### src/rtl/div_pkg.sv
// Shared definitions for the serial divider sequencer beside EX: state
// encodings, handshake levels and bus widths.
package div_pkg;

  localparam int unsigned RegBus       = 32;
  localparam int unsigned DoubleRegBus = 64;
  localparam int unsigned CntW         = 6;

  typedef enum logic [1:0] {
    DivFree   = 2'b00,
    DivByZero = 2'b01,
    DivOn     = 2'b10,
    DivEnd    = 2'b11
  } div_state_e;

  localparam logic DivResReady    = 1'b1;
  localparam logic DivResNotReady = 1'b0;
  localparam logic DivStart       = 1'b1;
  localparam logic DivStop        = 1'b0;

endpackage

### src/rtl/div_step.sv
// One restoring-division iteration, purely combinational.
// Ports:
//   i_work    : {partial remainder (DATA_W+1), quotient (DATA_W)} working word
//   i_divisor : divisor magnitude
//   o_work    : working word after shift, trial subtract and quotient-bit set
module div_step
  import div_pkg::*;
#(
  parameter int unsigned DATA_W = RegBus
) (
  input  logic [2*DATA_W:0] i_work,
  input  logic [DATA_W-1:0] i_divisor,
  output logic [2*DATA_W:0] o_work
);

  logic [2*DATA_W:0] w_shift;
  logic [DATA_W:0]   w_diff;
  // The partial remainder never reaches the top bit before the shift.
  logic              w_unused_msb;

  assign w_unused_msb = i_work[2*DATA_W];
  assign w_shift      = {i_work[2*DATA_W-1:0], 1'b0};
  assign w_diff       = w_shift[2*DATA_W:DATA_W] - {1'b0, i_divisor};

  // Keep the difference only when it did not borrow.
  always_comb begin
    o_work = w_shift;
    if (!w_diff[DATA_W]) begin
      o_work = {w_diff, w_shift[DATA_W-1:1], 1'b1};
    end
  end

endmodule

### src/rtl/div_seq.sv
// Multi-cycle serial divider for DIV/DIVU. Returns {remainder, quotient}.
// Ports:
//   clk, rst      : clock, synchronous active-high reset
//   signed_div_i  : 1 = signed, 0 = unsigned; sampled with start in FREE
//   op1_i, op2_i  : dividend, divisor; sampled when the op launches
//   start_i       : request, held high by EX for the whole operation
//   annul_i       : abort request (ignored once the result is ready)
//   result_o      : {remainder, quotient}; zero unless ready_o
//   ready_o       : result valid
module div_seq
  import div_pkg::*;
#(
  parameter int unsigned DATA_W = RegBus
) (
  input  logic                  clk,
  input  logic                  rst,
  input  logic                  signed_div_i,
  input  logic [DATA_W-1:0]     op1_i,
  input  logic [DATA_W-1:0]     op2_i,
  input  logic                  start_i,
  input  logic                  annul_i,
  output logic [2*DATA_W-1:0]   result_o,
  output logic                  ready_o
);

  div_state_e          r_state;
  logic [CntW-1:0]     r_cnt;
  logic [2*DATA_W:0]   r_work;
  logic [DATA_W-1:0]   r_div;
  logic                r_signed;
  logic                r_dsign;
  logic                r_qneg;

  logic [DATA_W-1:0]   w_op1_mag;
  logic [DATA_W-1:0]   w_op2_mag;
  logic [2*DATA_W:0]   w_next;
  logic [DATA_W-1:0]   w_q;
  logic [DATA_W-1:0]   w_r;
  logic [DATA_W-1:0]   w_q_fix;
  logic [DATA_W-1:0]   w_r_fix;
  logic                w_go;

  assign w_go = (start_i == DivStart) && !annul_i;

  // Operand magnitudes; INT_MIN negates to itself, which is correct unsigned.
  assign w_op1_mag = (signed_div_i && op1_i[DATA_W-1]) ? (DATA_W'(0) - op1_i) : op1_i;
  assign w_op2_mag = (signed_div_i && op2_i[DATA_W-1]) ? (DATA_W'(0) - op2_i) : op2_i;

  div_step #(.DATA_W(DATA_W)) u_step (
    .i_work    (r_work),
    .i_divisor (r_div),
    .o_work    (w_next)
  );

  // Sign fixup applied to the last iteration's output; remainder follows dividend.
  assign w_q     = w_next[DATA_W-1:0];
  assign w_r     = w_next[2*DATA_W-1:DATA_W];
  assign w_q_fix = r_qneg ? (DATA_W'(0) - w_q) : w_q;
  assign w_r_fix = (r_signed && r_dsign) ? (DATA_W'(0) - w_r) : w_r;

  always_ff @(posedge clk) begin
    if (rst) begin
      r_state  <= DivFree;
      r_cnt    <= '0;
      r_work   <= '0;
      r_div    <= '0;
      r_signed <= 1'b0;
      r_dsign  <= 1'b0;
      r_qneg   <= 1'b0;
      result_o <= '0;
      ready_o  <= DivResNotReady;
    end else begin
      case (r_state)
        DivFree: begin
          ready_o  <= DivResNotReady;
          result_o <= '0;
          if (w_go) begin
            if (op2_i == '0) begin
              r_state <= DivByZero;
            end else begin
              r_div    <= w_op2_mag;
              r_signed <= signed_div_i;
              r_dsign  <= op1_i[DATA_W-1];
              r_qneg   <= signed_div_i & (op1_i[DATA_W-1] ^ op2_i[DATA_W-1]);
              r_work   <= {(DATA_W+1)'(0), w_op1_mag};
              r_cnt    <= '0;
              r_state  <= DivOn;
            end
          end
        end

        DivByZero: begin
          if (w_go) begin
            r_work  <= '0;
            r_state <= DivEnd;
          end else begin
            r_state <= DivFree;
          end
        end

        DivOn: begin
          if (!w_go) begin
            r_work  <= '0;
            r_cnt   <= '0;
            r_state <= DivFree;
          end else begin
            r_cnt <= r_cnt + CntW'(1);
            if (r_cnt == CntW'(DATA_W - 1)) begin
              r_work  <= {1'b0, w_r_fix, w_q_fix};
              r_state <= DivEnd;
            end else begin
              r_work <= w_next;
            end
          end
        end

        DivEnd: begin
          // Result is presented one edge after entering END and held while start stays high.
          if (start_i == DivStart) begin
            ready_o  <= DivResReady;
            result_o <= r_work[2*DATA_W-1:0];
          end else begin
            ready_o  <= DivResNotReady;
            result_o <= '0;
            r_state  <= DivFree;
          end
        end

        default: r_state <= DivFree;
      endcase
    end
  end

endmodule
### config.mk
export PLATFORM = sky130hd
export DESIGN_NAME = div_seq
export DESIGN_NICKNAME = d
export VERILOG_FILES = /design/src/rtl/div_pkg.sv /design/src/rtl/div_step.sv /design/src/rtl/div_seq.sv
export SDC_FILE = /design/constraint.sdc
export NUM_CORES = 1
export LEC_CHECK = 0
export CORE_UTILIZATION = 35
export DETAILED_ROUTE_END_ITERATION = 10
export HOLD_SLACK_MARGIN = 0.15
export PLACE_DENSITY = 0.59
export SYNTH_ARGS = -nofsm -noshare
export SYNTH_HDL_FRONTEND = slang
export SYNTH_SLANG_ARGS = --single-unit
### constraint.sdc
create_clock -name clk -period 5.9 [get_ports clk]
set_clock_uncertainty 0.15 [all_clocks]
set_input_delay 1.77 -clock clk [delete_from_list [all_inputs] [get_ports clk]]
set_output_delay 1.77 -clock clk [all_outputs]
set_load 0.01 [all_outputs]
Word level (Yosys, flattened, before mapping)

Cells that the tools add are included.

Register bits after elaboration: 172
Bits in latches: 0
Memory bits (writable): 0
Bits in read-only memories: 0
Bits of input ports: 69
Output and inout port bits: 65
Word-level logic and storage cells: 67
Memories: 0

Add/subtract/negate cells: 6
$mul: 0
Divide/modulo/power cells: 0
Order comparisons: 0
Equal/unequal tests: 9
Shifts and indexed selects: 0
Mux-type cells: 26
Bitwise operators: 3
Reductions and logical operators: 14

Operator list:

| operator                                           | count |
|---|---|
| two-way mux 64 bit                                 | 7 |
| one-hot mux 64 bit (3 select lines)                | 1 |
| two-way mux 32 bit                                 | 4 |
| one-hot mux 64 bit (2 select lines)                | 1 |
| subtractor 1 x 32 -> 32 bit (first input constant) | 4 |
| subtractor 33 x 32 -> 33 bit                       | 1 |
| zero test 32 bit                                   | 1 |
| two-way mux 6 bit                                  | 3 |
| two-way mux 2 bit                                  | 6 |
| one-hot mux 6 bit (2 select lines)                 | 1 |
| AND reduction 3 bit                                | 3 |
| != test 2 bit (second input constant)              | 4 |
| one-hot mux 2 bit (4 select lines)                 | 1 |
| adder 6 x 1 -> 6 bit (second input constant)       | 1 |
| == test 6 x 5 -> 1 bit (second input constant)     | 1 |
| == test 2 bit (second input constant)              | 2 |
| logical AND 1 bit                                  | 4 |
| AND reduction 4 bit                                | 1 |
| nonzero test 2 bit                                 | 2 |
| != test 3 bit (second input constant)              | 1 |
| nonzero test 3 bit                                 | 1 |
| == test 2 x 1 -> 1 bit (second input constant)     | 1 |
| zero test 2 bit                                    | 1 |
| one-hot mux 1 bit (2 select lines)                 | 1 |
| other kinds (5)                                    | 5 |

Depth between registers and ports, before layout

Depth in word-level cells: 7
Mapped depth: 24
Mapped depth without buffers: 22

Hierarchy

Synthesis repeated with hierarchy kept, for this count alone.

Cell total of the unflattened synthesis: 1521
Area total of the unflattened synthesis: 11957.7 um^2

Modules (own cells, without submodules):

| module   | instances | cells an instance | area an instance (um^2) | seq. area each (um^2) |
|---|---|---|---|---|
| div_seq  | 1         | 1138              | 9250.1                  | 3463.3 |
| div_step | 1         | 383               | 2707.6                  | 0.0 |

Worst setup path after synthesis

No wires, ideal clock.

Path type: flip-flop to flip-flop
From: register r_work[31]
To: register r_work[58]
Setup time: 0.119 ns
Arrival: 4.543 ns
Required time: 5.631 ns
Setup slack: 1.088 ns
Stages on the path, launching flop included: 25
Path buffers: 3
Period minus slack after synthesis: 4.812 ns
Cell sequence: dfxtp_1 inv_1 ha_1 inv_1 fa_1 a211oi_2 o21ai_2 o2111a_2 a2bb2oi_4 o41ai_4 nor2_8 inv_4 buf_6 buf_2 buf_2 a21oi_1 ha_1 nand2_1 nor3_1 o21ai_0 a22oi_1 o2111ai_1 o41ai_1 xor2_1 o21ai_1

Longest elaborated chain between the ends: 7

Ends and longest elaborated chain:

| what                                  | RTL line       | source |
|---|---|---|
| start, declared                       | div_seq.sv:28  | `logic [2*DATA_W:0] r_work;` |
| start signal, assigned                | div_seq.sv:85  | `r_work <= {(DATA_W+1)'(0), w_op1_mag};` |
| start signal, assigned                | div_seq.sv:109 | `r_work <= {1'b0, w_r_fix, w_q_fix};` |
| start signal, assigned                | div_seq.sv:112 | `r_work <= w_next;` |
| subtractor 33 x 32 -> 33 bit          | div_step.sv:23 | `assign w_diff = w_shift[2*DATA_W:DATA_W] - {1'b0, i_divisor};` |
| two-way mux 64 bit *                  | div_step.sv:28 | `if (!w_diff[DATA_W]) begin` |
| subtractor 1 x 32 -> 32 bit           | div_seq.sv:59  | `assign w_r_fix = (r_signed && r_dsign) ? (DATA_W'(0) - w_r) : w_r;` |
| two-way mux 32 bit                    | div_seq.sv:59  |  |
| two-way mux 64 bit *                  | div_seq.sv:108 | `if (r_cnt == CntW'(DATA_W - 1)) begin` |
| two-way mux 64 bit *                  | div_seq.sv:102 | `if (!w_go) begin` |
| one-hot mux 64 bit (3 select lines) * | div_seq.sv:73  | `case (r_state)` |

Mark *: on every way between the ends. The rest lies on a longest branch, timed or not.
A chain may end at the register's enable or synchronous reset.

Worst setup path after layout

Same ends and word-level chain as after synthesis.

==> flow_summary.json <==
{
  "leakagePower_nw": 5.04,
  "crit_chain": "inv_1 -> ha_1 -> inv_1 -> fa_1 -> a211oi_2 -> o21ai_2 -> o2111a_2 -> a2bb2oi_4 -> o41ai_4 -> nor2_8 -> inv_4 -> nor2_1 -> a21oi_1 -> ha_1 -> nand2_1 -> nor3_1 -> o21ai_0 -> a22oi_1 -> o2111ai_1 -> o41ai_1 -> xor2_1 -> o21ai_1",
  "max_freq_mhz": 183,
  "synth-main-ff-cell": "dfxtp_1",
  "async_flop_share_pct": 0,
  "numCtsBuffers": 17,
  "path_clk_slew_ns": 0.08,
  "holdWs_ns": 0.317,
  "power.density_nw_per_um2": 335,
  "vias": 11600,
  "fp-row-count": 66,
  "slew_headroom_pct": 23.3,
  "wl_per_cell_um": 18.1,
  "critPathMaxFanout": 12,
  "die-area_um2": 34500,
  "p_int_mw": 2.62,
  "grt_max_degree": 101,
  "yosys.area.top_type_share_pct": 29.1,
  "synth_top_cell_by_area": "dfxtp_1",
  "core_area_um2": 32900,
  "grt_use_met3_pct": 3.19,
  "swShare_pct": 44.4,
  "pwr-share-comb_pct": 45.0,
  "power.net_switching_mw": 2.09,
  "fin_nets": 1712,
  "cap_viol_max_count": 0,
  "critPathSlowestCell": "o41ai_4",
  "start_util_pct": 36.0,
  "antenna_left": 0,
  "grt_pass1_wl_mm": 57.9,
  "use_met1_pct": 28.8,
  "endpoint_kind": "register",
  "totalWireLength_mm": 37.1,
  "area_growth_pct": 18.8,
  "cts_hold_buf": 0,
  "dp.cells": 2022,
  "synth-warning-count": 0,
  "max_stage_delay_ns": 0.86,
  "globalRouteTotalUtil_pct": 21.3,
  "post_drt_via_cell_ratio": 5.67,
  "place_ws_ns": 0.308,
  "r2r_slack_ns": 0.44,
  "synth_area_leaders": "dfxtp_1, nor2_1, xnor2_1, xor2_1, a22oi_1",
  "synth_edf_count": 0,
  "hpwl_mm": 28.0,
  "ys_seq_area_share_pct": 29.1,
  "final.period_utilization_pct": 92.5,
  "busiest_layer": "met2",
  "instances_no_fill": 2054,
  "synth_nets": 1637,
  "cp.arrival_ns": 5.64,
  "ys_top_cells_by_count": "nor2_1, dfxtp_1, nand2_1",
  "use_met2_pct": 34.5,
  "cts_sinks": 172,
  "finalSetupViolCount": 0,
  "yosysUniqueCellTypes": 90,
  "power_frac_clock_pct": 23.3,
  "syn-cell-area_um2": 11800,
  "path_class": "reg2reg",
  "antenna_found_initial": 1,
  "worst_setup_path_start_kind": "register",
  "drc": 0,
  "worst_pin_slew_ns": 1.13,
  "cts_tree": "yes",
  "cts_buffer_depth": 2,
  "slew_viol_final": 0,
  "hp-class": "reg2reg",
  "tns_ns": 0,
  "fillers": 3370,
  "gr-total-overflow": 0,
  "clock_latency_ns": 0.44,
  "boundaryPins": 134,
  "drtIter0Drc": 978,
  "critPathBufInv": 3,
  "synth.avg_cell_area_um2": 7.76,
  "drive_gt1_share_pct": 5.83,
  "cts_max_level": 4,
  "antennaDiodeCount": 0,
  "vdd_drop_max_mv": 0.278,
  "hold_violations": 0,
  "root_buffer": "clkbuf_16",
  "ys_seq_elements": 172,
  "place_congestion": 0.946,
  "required_ns": 6.09,
  "crit_family": "compound AO/OA/AOI/OAI gates",
  "sequentialPowerShare_pct": 31.7,
  "synth.most_common_cell": "nor2_1",
  "post-route-min-period_ns": 5.46,
  "grt_setup_unrepaired": "false",
  "numPortBuffers": 133,
  "die_x_um": 186,
  "die_height_um": 186,
  "setup_slack_ns": 0.444,
  "status": "finished, final reports clean",
  "grt_pass1_vias": 10700,
  "firstDrtPassIters": 5,
  "postSynthCellCount": 1524
}
[sequential cells by signal, summed over array words and instances, names as in the netlist]
register / count
r_div: 32
r_qneg: 1
r_signed: 1
r_dsign: 1
ready_o: 1
result_o: 64
r_state: 2
r_cnt: 6
r_work: 64
[layer usage]
layer	vias up	routed length, um
met5	-	0
met4	0	884
met3	48	1700
met2	307	17100
met1	5568	17500
li1	5719	-
[logic make-up (layout without fill, tap and decap cells)]
logic type,count (synthesis),count (layout),synth area share (%)
AOI/OAI and AO/OA,484,484,28.9
xor gates and xnor gates,139,139,10.3
adders and majority gates,44,44,4.72
buffers and inverters,157,245,5.29
DFF,172,172,29.1
muxes,25,25,2.16
and+or+nand+nor,503,503,19.5
[worst register-to-register path: cells and delay by family, from the launching register on]
family / cells / cell delay (ns)
AO/OA/AOI/OAI: 11 / 3.15
adder cells (fa/ha/maj): 3 / 0.72
flip-flops: 1 / 0.48
AND/OR/NAND/NOR: 4 / 0.44
buffers and inverters: 3 / 0.24
XOR/XNOR: 1 / 0.19
[final timing paths]
path | cells past startpoint | end | start
worst max register to register | 22 | r_work[58] | r_work[31]
worst max-delay path | 22 | r_work[58] | r_work[31]
worst min-delay path | 2 | r_dsign | r_dsign
worst min register to register | 2 | r_dsign | r_dsign
[through the flow]
step	power [mW]	utilization [%]	instance area [um^2]
floorplan	3.05	-	11800
global placement	3.58	41.1	13500
detailed placement	3.60	41.1	13500
CTS	4.71	42.8	14100
global route	5.02	42.8	14100
finish	4.71	42.8	14100
[power groups by stage]
stage | clock network, mW | registers, mW | logic, mW
6_report | 1.10 | 1.50 | 2.12
5_1_grt | 1.17 | 1.52 | 2.33
4_1_cts | 1.13 | 1.49 | 2.09
3_5_place_dp | 0 | 1.52 | 2.08
3_3_place_gp | 0 | 1.52 | 2.06
2_1_floorplan | 0 | 1.46 | 1.59
[cell type report]
class / count / area (um^2) / share of cell area, %
clock inverter: 14 / 130 / 0.926
multi-input combinational: 1195 / 7800 / 55.5
timing repair buffer: 151 / 1460 / 10.4
clock buffer: 18 / 429 / 3.05
inverter: 62 / 235 / 1.67
sequential: 172 / 3440 / 24.5
tap: 442 / 553 / 3.93
[repair_timing]
action | 4_1_cts | 5_1_grt
resized for setup | 0 | 0
setup buffers | 0 | 0
endpoints found under the setup margin | 0 | 1
[cells in the final DEF (no fill, tap or decap), types with 14 or more instances in the layout]
cell             instances
dfxtp_1                172
a211oi_1                39
o21ai_0                 98
a21oi_1                 80
nand2_1                102
a31oi_1                 20
o221ai_1                31
clkbuf_16               17
nor2_1                 231
clkdlybuf4s50_1        132
xnor2_1                 72
o31ai_1                 18
nand3_1                 27
xor2_1                  67
inv_1                   61
or3_1                   14
mux2i_1                 23
ha_1                    42
a22oi_1                 74
buf_4                   19
nor4_1                  15
nor3_1                  32
(Power assumes the default switching activity.)
